[config.mk]
export PLATFORM = sky130hd
export DESIGN_NAME = sim_time
export DESIGN_NICKNAME = d
export VERILOG_FILES = /design/src/rtl/sim_time_pkg.sv /design/src/rtl/sim_time_div.sv /design/src/rtl/sim_time.sv
export SDC_FILE = /design/constraint.sdc
export NUM_CORES = 1
export LEC_CHECK = 0
export ABC_AREA = 1
export ABC_CLOCK_PERIOD_IN_PS = 4430
export CAP_MARGIN = 20
export CORE_MARGIN = 4
export CORE_UTILIZATION = 55
export DETAILED_ROUTE_END_ITERATION = 8
export PLACE_DENSITY = 0.87
export RECOVER_POWER = 100
export SLEW_MARGIN = 20
export SYNTH_ARGS = -nofsm -noshare
export SYNTH_HDL_FRONTEND = slang
export SYNTH_SLANG_ARGS = --single-unit
[constraint.sdc]
create_clock -name clk_i -period 4.43 [get_ports clk_i]
set_clock_uncertainty 0.1 [all_clocks]
set_input_delay 0.6645 -clock clk_i [delete_from_list [all_inputs] [get_ports clk_i]]
set_output_delay 0.6645 -clock clk_i [all_outputs]
set_load 0.05 [all_outputs]
[src/rtl/sim_time_pkg.sv]
// Shared types and default timebase constants for the sim_time counter slice.
package sim_time_pkg;

    typedef logic [63:0] time_t;

    localparam int unsigned PERIOD_FINE_DEF = 1000;
    localparam int unsigned COARSE_DIV_DEF  = 1000;

    function automatic logic params_ok(input int unsigned period_fine, input int unsigned coarse_div);
        return (period_fine != 0) && (coarse_div != 0) &&
               (period_fine <= coarse_div) && (coarse_div <= 32'h7fff_ffff);
    endfunction

endpackage

[src/rtl/sim_time_div.sv]
// Coarse time counter: accumulates fine periods in a remainder and carries whole coarse units.
module sim_time_div
    import sim_time_pkg::*;
#(
    parameter int unsigned PERIOD_FINE = PERIOD_FINE_DEF,
    parameter int unsigned COARSE_DIV  = COARSE_DIV_DEF
) (
    input  logic  clk_i,
    input  logic  rst_ni,
    input  logic  en,
    input  logic  clr,
    output time_t coarse
);

    logic [31:0] rem;
    logic [32:0] sum;
    logic        roll;

    // PERIOD_FINE never exceeds COARSE_DIV, so at most one carry per cycle.
    always_comb begin
        sum  = {1'b0, rem} + 33'(PERIOD_FINE);
        roll = (sum >= 33'(COARSE_DIV));
    end

    always_ff @(posedge clk_i or negedge rst_ni) begin
        if (!rst_ni) begin
            coarse <= '0;
            rem    <= '0;
        end else if (clr) begin
            coarse <= '0;
            rem    <= '0;
        end else if (en) begin
            if (roll) begin
                coarse <= coarse + 64'd1;
                rem    <= 32'(sum - 33'(COARSE_DIV));
            end else begin
                rem    <= sum[31:0];
            end
        end
    end

endmodule

[src/rtl/sim_time.sv]
// Free-running simulation timebase with fine/coarse readout, snapshot capture and wrap flag.
module sim_time
    import sim_time_pkg::*;
#(
    parameter int unsigned PERIOD_FINE = PERIOD_FINE_DEF,
    parameter int unsigned COARSE_DIV  = COARSE_DIV_DEF
) (
    input  logic        clk_i,
    input  logic        rst_ni,
    input  logic        en_i,
    input  logic        clr_i,
    input  logic        fine_sel_i,
    input  logic        req_i,
    output time_t       now_o,
    output time_t       snap_o,
    output logic [31:0] snap_hi_o,
    output logic [31:0] snap_lo_o,
    output logic        snap_valid_o,
    output logic        wrap_o
);

    if (!params_ok(PERIOD_FINE, COARSE_DIV)) begin : g_bad_params
        $error("sim_time: illegal PERIOD_FINE/COARSE_DIV combination");
    end

    time_t       fine;
    time_t       coarse;
    logic [64:0] fine_sum;
    logic        wrap;
    time_t       snap_p1;
    logic        vld_p1;

    assign fine_sum = {1'b0, fine} + 65'(PERIOD_FINE);

    always_ff @(posedge clk_i or negedge rst_ni) begin
        if (!rst_ni) begin
            fine <= '0;
            wrap <= 1'b0;
        end else if (clr_i) begin
            fine <= '0;
        end else if (en_i) begin
            fine <= fine_sum[63:0];
            if (fine_sum[64]) begin
                wrap <= 1'b1;
            end
        end
    end

    sim_time_div #(
        .PERIOD_FINE (PERIOD_FINE),
        .COARSE_DIV  (COARSE_DIV)
    ) u_div (
        .clk_i  (clk_i),
        .rst_ni (rst_ni),
        .en     (en_i),
        .clr    (clr_i),
        .coarse (coarse)
    );

    assign now_o = fine_sel_i ? fine : coarse;

    // stage p1: snapshot of the pre-edge live value
    always_ff @(posedge clk_i or negedge rst_ni) begin
        if (!rst_ni) begin
            snap_p1 <= '0;
            vld_p1  <= 1'b0;
        end else begin
            vld_p1 <= req_i;
            if (req_i) begin
                snap_p1 <= now_o;
            end
        end
    end

    assign snap_o       = snap_p1;
    assign snap_hi_o    = snap_p1[63:32];
    assign snap_lo_o    = snap_p1[31:0];
    assign snap_valid_o = vld_p1;
    assign wrap_o       = wrap;

endmodule

==> qor.yml, run 1 <==
logic_synthesis:
  syn_area_um2: 14900
  avgSynthCellArea_um2: 7.35
  yosysUniqueCellTypes: 45
  ys.flop_type: "dfrtp_1"
  ys_ff_latch: 220
  ys_seq_area_share_pct: 37.0
  synth_cells: 2022
  synth_edf_count: 0
  yosysWarnings: 0
  async_flop_share_pct: 100
  synth_fp_nets: 2031
setup_path:
  path_class: "primary input to output pin"
  cp-start-kind: "primary input"
  r2r_end: "u_div.rem[28]"
  r2r_start: "u_div.rem[3]"
  cp_max_fo: 22
  ff2ff_path_depth: 17
  required_ns: 3.67
  crit_start: "fine_sel_i"
  rrSetupSlack_ns: 0.73
  arrival_ns: 3.15
  end_kind: "output pin"
status:
  violations: "max-capacitance violations, max-slew violations"
  status: "finished, violations left"
worst_hold_path:
  hp-start: "fine[44]"
  hold_depth: 1
  hold_path_end: "fine[44]"
  hp-class: "register to register"
finish:
  final_nets: 2146
  antenna_cells: 0
  drive_gt1_share_pct: 12.4
  layout_commonest_cell: "nand2_1"
  fillCellCount: 2293
  layout_common_cells: "nand2_1 (501), dfrtp_1 (220), nor2_1 (215), inv_1 (194), dlygate4sd3_1 (163)"
  syn_to_final_growth_pct: 16.2
sta:
  fmax_mhz: 255
  worst_pin_slew_ns: 3.27
  slew_viol_final: 197
  fin_tns_setup_ns: 0
  rsz0062_at_grt: "no"
  min_period_ns: 3.92
  hold_viol_final: 0
  setup_viol: 0
  slew_headroom_pct: -118
  holdWs_ns: 0.402
  fin_crit_sh_pct: 88.4
drt:
  vias_per_cell: 5.90
  vias: 14706
  drc: 0
  drtIter0Drc: 1583
  routed_wl_um: 49100
  routedWlPerCell_um: 19.7
  ant_nets: 0
  firstDrtPassIters: 6
grt:
  grt_start_max_net_pins: 123
  grt_pass1_vias: 13924
  antenna_found_initial: 0
  grt_use_total_pct: 32.9
  grt_overflow: 0
  grt_pass1_wl_um: 77700
cts:
  cts_max_path_buffers: 3
  numCtsBuffers: 26
  postCtsSetupBuffers: 0
  cts_tree: "done"
  clk_latency_ns: 0.53
  cts_num_sinks: 220
  postCtsHoldBufs: 0
  path_clk_slew_ns: 0.06
  h-tree-depth: 1
  post_cts_resized: 0
  root_buffer: "clkbuf_16"
floorplan:
  ios: 200
  dieArea_um2: 29700
  die_x_um: 172
  core_area_um2: 26400
  start_util_pct: 56.4
  fp.dieH_um: 172
  num_rows: 59
power_and_ir_drop:
  power_per_cell_area_nw_per_um2: 471
  p_leak_nw: 7.87
  ir_drop_v: 0.000338
place:
  portBuffers: 199
  hpwl_um: 37200
  gp_congestion: 1.00
job:
  maxCapViolCount: 2
==> routing by layer <==
metal | track usage [%] | share of wire [%] | vias to the layer above
li1 | - | - | 6778
met1 | 47.6 | 42 | 6891
met2 | 50.4 | 44 | 920
met3 | 6.33 | 10 | 117
met4 | 9.74 | 3.4 | 0
met5 | 0 | 0 | -
==> worst max-delay path by stage <==
| stage | end | slack (ns) |
|---|---|---|
| finish | now_o[37] | 0.51 |
| global route | u_div.rem[28] | 0.44 |
| CTS | now_o[36] | 0.93 |
| floorplan | now_o[35] | 1.24 |
| global placement | now_o[37] | 0.95 |
| detailed placement | now_o[36] | 0.95 |
==> synthesized netlist by cell type (2+ instances only) <==
library cell  instances  area share [%]
a21oi_1              52             1.8
a31oi_1              12            0.51
buf_1                 7            0.18
buf_12                5            0.67
buf_2                 2           0.067
buf_4                65             3.3
buf_6                 9            0.68
clkbuf_1             42             1.1
clkinv_1              3           0.076
dfrtp_1             220              37
ha_1                  3            0.25
inv_1               194             4.9
inv_2                14            0.35
mux2_2               55             4.2
nand2_1             467              12
nand2_2              52             2.2
nand2_4               2            0.15
nand3_1             102             3.4
nand3b_1              4            0.20
nand4_1              66             2.8
nor2_1              212             5.4
nor2_2                8            0.34
nor2_4                8            0.61
nor2_8                2            0.27
nor3_1               65             2.2
nor4_1               23            0.97
o2111ai_1             2            0.12
o211ai_1              4            0.20
o21a_1                9            0.45
o21ai_0             121             4.1
o21ai_1              21            0.71
o21ai_2              40             2.4
o22ai_1               3            0.13
or2_2                47             2.0
or3_1                 2           0.084
xnor2_1               3            0.18
xor2_1               68             4.0
==> per-stage QoR <==
stage                     cell area (um^2)  setup WS (ns)  total power, mW  utilization [%]  cells
final                                17300          0.514             8.13             65.5   2491
after CTS                            17600          0.930             8.14             66.8   2491
after floorplan                      14900           1.24             5.20                -   2022
after detailed placement             16800          0.946             6.00             63.6   2444
after global placement               16800          0.949             5.96             63.6   2444
after global routing                 17300          0.440             8.66             65.5   2491
==> registers in the layout (all words and copies together) (netlist names) <==
name,flops
wrap_o,1
u_div.rem,29
fine,61
snap_valid_o,1
snap_o,64
u_div.coarse,64
==> cells by family after synthesis <==
group                    count (synthesis)  synth area share (%)
AO/OA/AOI/OAI                          267                  10.5
XOR/XNOR                                71                  4.18
adder cells (fa/ha/maj)                  3                 0.253
buffers and inverters                  341                  11.3
flip-flops                             220                  37.0
multiplexers                            55                  4.17
AND/OR/NAND/NOR                       1065                  32.6
==> final cells by class <==
cell class,instances,area (um^2),share of cell area [%]
clock inverters,9,56.3,0.326
repair buffers,217,2100,12.1
well taps,335,419,2.43
inverters,211,792,4.59
clock buffers,38,797,4.62
multi-input cells,1461,7590,44.0
flip-flops and latches,220,5510,31.9
==> report_power, final <==
group | switching [mW] | total, mW | internal, mW
clock | 0.879 | 2.12 | 1.24
sequential | 0.206 | 2.36 | 2.16
combinational | 2.64 | 3.64 | 0.995
==> worst max-delay path: stages <==
cell and delay [ns]:
clkbuf_1 0.75, buf_4 0.38, nand2_1 0.07, o21ai_0 0.29, dlygate4sd3_1 0.97
(Power assumes the default switching activity.)
==> inputs of run 2 (changes only) <==
--- a/config.mk
+++ b/config.mk
@@ -9,9 +9,9 @@
 export ABC_CLOCK_PERIOD_IN_PS = 4430
 export CAP_MARGIN = 20
 export CORE_MARGIN = 4
-export CORE_UTILIZATION = 55
+export CORE_UTILIZATION = 45
 export DETAILED_ROUTE_END_ITERATION = 8
-export PLACE_DENSITY = 0.87
+export PLACE_DENSITY = 0.74
 export RECOVER_POWER = 100
 export SLEW_MARGIN = 20
 export SYNTH_ARGS = -nofsm -noshare
==> run 2 against run 1 <==
The flow still finishes with violations (max-capacitance violations, max-slew violations). Critical path depth is 13 higher. Design area is 0.44% lower. Count of clock-buffer cells in the layout is 2 higher. Non-clock buffer count is 2 higher. Routed wire length is 2.0% higher. Register-to-register slack hardly changed. Worst hold slack worse by 0.0018 ns. First-iteration DRC count is 11% lower. Combinational power hardly changed. Largest power group unchanged. Highest routed layer unchanged.
==> qor.yml, run 2 (same netlist as run 1, synthesis figures left out) <==
status:
  status: "finished, violations left"
  violations: "max-capacitance violations, max-slew violations"
cts:
  cts_num_sinks: 220  # unchanged
  postCtsHoldBufs: 0  # unchanged
  numCtsBuffers: 26  # unchanged
  postCtsSetupBuffers: 0  # unchanged
  post_cts_resized: 0  # unchanged
  root_buffer: "clkbuf_16"
  cts_max_path_buffers: 3  # unchanged
  path_clk_slew_ns: 0.05  # about the same
  clk_latency_ns: 0.54  # about the same
  h-tree-depth: 1  # unchanged
  cts_tree: "done"
drt:
  drc: 0  # unchanged
  firstDrtPassIters: 5  # -1
  drtIter0Drc: 1403  # -11%
  vias_per_cell: 5.55  # -6.1%
  vias: 14418  # -2.0%
  routed_wl_um: 50100  # +2.0%
  routedWlPerCell_um: 19.3  # -2.3%
  ant_nets: 0  # unchanged
power_and_ir_drop:
  intPower_mw: 4.37  # -0.72%
  power_frac_clock_pct: 25.9  # -0.2 points
  p_seq_share_pct: 29.0  # about the same
  comb_power_share_pct: 45.1  # +0.3 points
  swShare_pct: 46.1  # +0.21 points
  power_per_cell_area_nw_per_um2: 471  # +0.12%
  ir_drop_v: 0.000324  # -4.1%
  switchingPower_mw: 3.73  # +0.14%
  p_leak_nw: 7.76  # -1.4%
worst_hold_path:
  hold_depth: 1  # unchanged
  hp-class: "register to register"
place:
  gp_congestion: 0.996  # -0.50%
  portBuffers: 199  # unchanged
  place_area_um2: 16900  # +0.96%
  place_ws_ns: 1.00  # +0.0566 ns
  hpwl_um: 38300  # +3.2%
setup_path:
  crit_path_frequent_cell: "nand2_1"
  cp.depth: 18  # +13
  slowest_delay_ns: 0.49  # -0.48 ns
  arrival_ns: 4.04  # +0.89 ns
  cp_max_fo: 17  # -23%
  critPathBufInv: 4  # +1
  crit_chain: "ha_1, inv_1, nand2_1, inv_2, nand2_2, nand2_1, nand2_1, nand2_1, nor2_1, nand2_1, nor2_1, nand2_1, nand2_2, nor2_4, buf_4, inv_1, nand4_1, o21ai_0"
  required_ns: 4.77  # +1.10 ns
  slowest_stage: "inv_1"
  end_kind: "register"
  cp-start-kind: "register"
  path_class: "register to register"
  ff2ff_path_depth: 18  # +1
  cpLargestDelayFamily: "simple AND/OR/NAND/NOR gates"
sta:
  setup_viol: 0  # unchanged
  fin_tns_setup_ns: 0  # unchanged
  fin_crit_sh_pct: 83.5  # -4.9 points
  slew_viol_final: 199  # +1.0%
  setup_slack_ns: 0.731  # +0.217 ns
  min_period_ns: 3.70  # -0.217 ns
  holdWs_ns: 0.400  # -0.00176 ns
  hold_viol_final: 0  # unchanged
  worst_pin_slew_ns: 3.22  # -0.0490 ns
  rsz0062_at_grt: "no"
  fmax_mhz: 270  # +5.9%
  slew_headroom_pct: -115  # +3.3 points
floorplan:
  dieArea_um2: 36000  # +21%
  core_area_um2: 32500  # +23%
  num_rows: 66  # +12%
  fp.dieH_um: 190  # +10%
  die_x_um: 190  # +10%
  ios: 200  # unchanged
  start_util_pct: 45.7  # -11 points
finish:
  layout_common_cells: "nand2_1 (505), dfrtp_1 (220), nor2_1 (213), inv_1 (196), dlygate4sd3_1 (163)"
  drive_gt1_share_pct: 11.3  # -1.1 points
  antenna_cells: 0  # unchanged
  final_nets: 2148  # +0.093%
  fillCellCount: 3232  # +41%
  syn_to_final_growth_pct: 15.7
  fin_area_um2: 17200  # -0.44%
  layout_commonest_cell: "nand2_1"
grt:
  grt_pass1_vias: 14142  # +1.6%
  grt_use_total_pct: 27.6  # -5.3 points
  grt_pass1_wl_um: 79500  # +2.3%
  grt_start_max_net_pins: 123  # unchanged
  antenna_found_initial: 0  # unchanged
  grt_overflow: 0  # unchanged
job:
  maxCapViolCount: 2  # unchanged
==> run 2: metrics by stage <==
stage               std cells  utilization [%]  total power [mW]
floorplan                2022                -              5.20
global placement         2553             52.0              6.00
detailed placement       2553             52.0              6.04
CTS                      2600             54.5              8.16
global route             2600             52.8              8.66
finish                   2600             52.8              8.10
==> run 2: worst paths after layout <==
kind                              start       endpoint  slack (ns)
max reg2reg                u_div.rem[3]  u_div.rem[28]        0.73
min                             fine[7]        fine[7]        0.40
max in group asynchronous        rst_ni     snap_o[43]        1.11
min reg2reg                     fine[7]        fine[7]        0.40
max                        u_div.rem[3]  u_div.rem[28]        0.73
min in group asynchronous        rst_ni     snap_o[17]        1.02
==> run 2: power groups by stage <==
stage | combinational [mW] | clock [mW] | sequential (mW)
global route | 4.06 | 2.22 | 2.37
global placement | 3.62 | 0 | 2.38
CTS | 3.68 | 2.13 | 2.35
floorplan | 2.82 | 0 | 2.38
finish | 3.65 | 2.10 | 2.35
detailed placement | 3.66 | 0 | 2.38
==> run 2: worst reg2reg max path, cell delays in order (launching register included) <==
cell     delay (ns)
dfrtp_1        0.44
ha_1           0.28
inv_1          0.09
nand2_1        0.22
inv_2          0.07
nand2_2        0.12
nand2_1        0.09
nand2_1        0.08
nand2_1        0.11
nor2_1         0.19
nand2_1        0.13
nor2_1         0.18
nand2_1        0.09
nand2_2        0.14
nor2_4         0.06
buf_4          0.19
inv_1          0.49
nand4_1        0.37
o21ai_0        0.17
==> run 2: routing by layer <==
metal / vias to the layer above / routed length [um] / GRT usage (%)
li1: 6773 / - / -
met2: 650 / 21700 / 42.8
met1: 6912 / 22800 / 39.9
met5: - / 0 / 0
met4: 0 / 1610 / 7.60
met3: 83 / 4000 / 4.86
==> run 2: area by class of cell <==
cell class                      count  area (um^2)  share of cell area [%]
Clock inverter                      7         40.0                   0.233
Inverter                          211          792                    4.61
Multi-Input combinational cell   1461         7590                    44.2
Timing Repair Buffer              219         1920                    11.2
Sequential cell                   220         5510                    32.0
Tap cell                          442          553                    3.22
Clock buffer                       40          785                    4.56
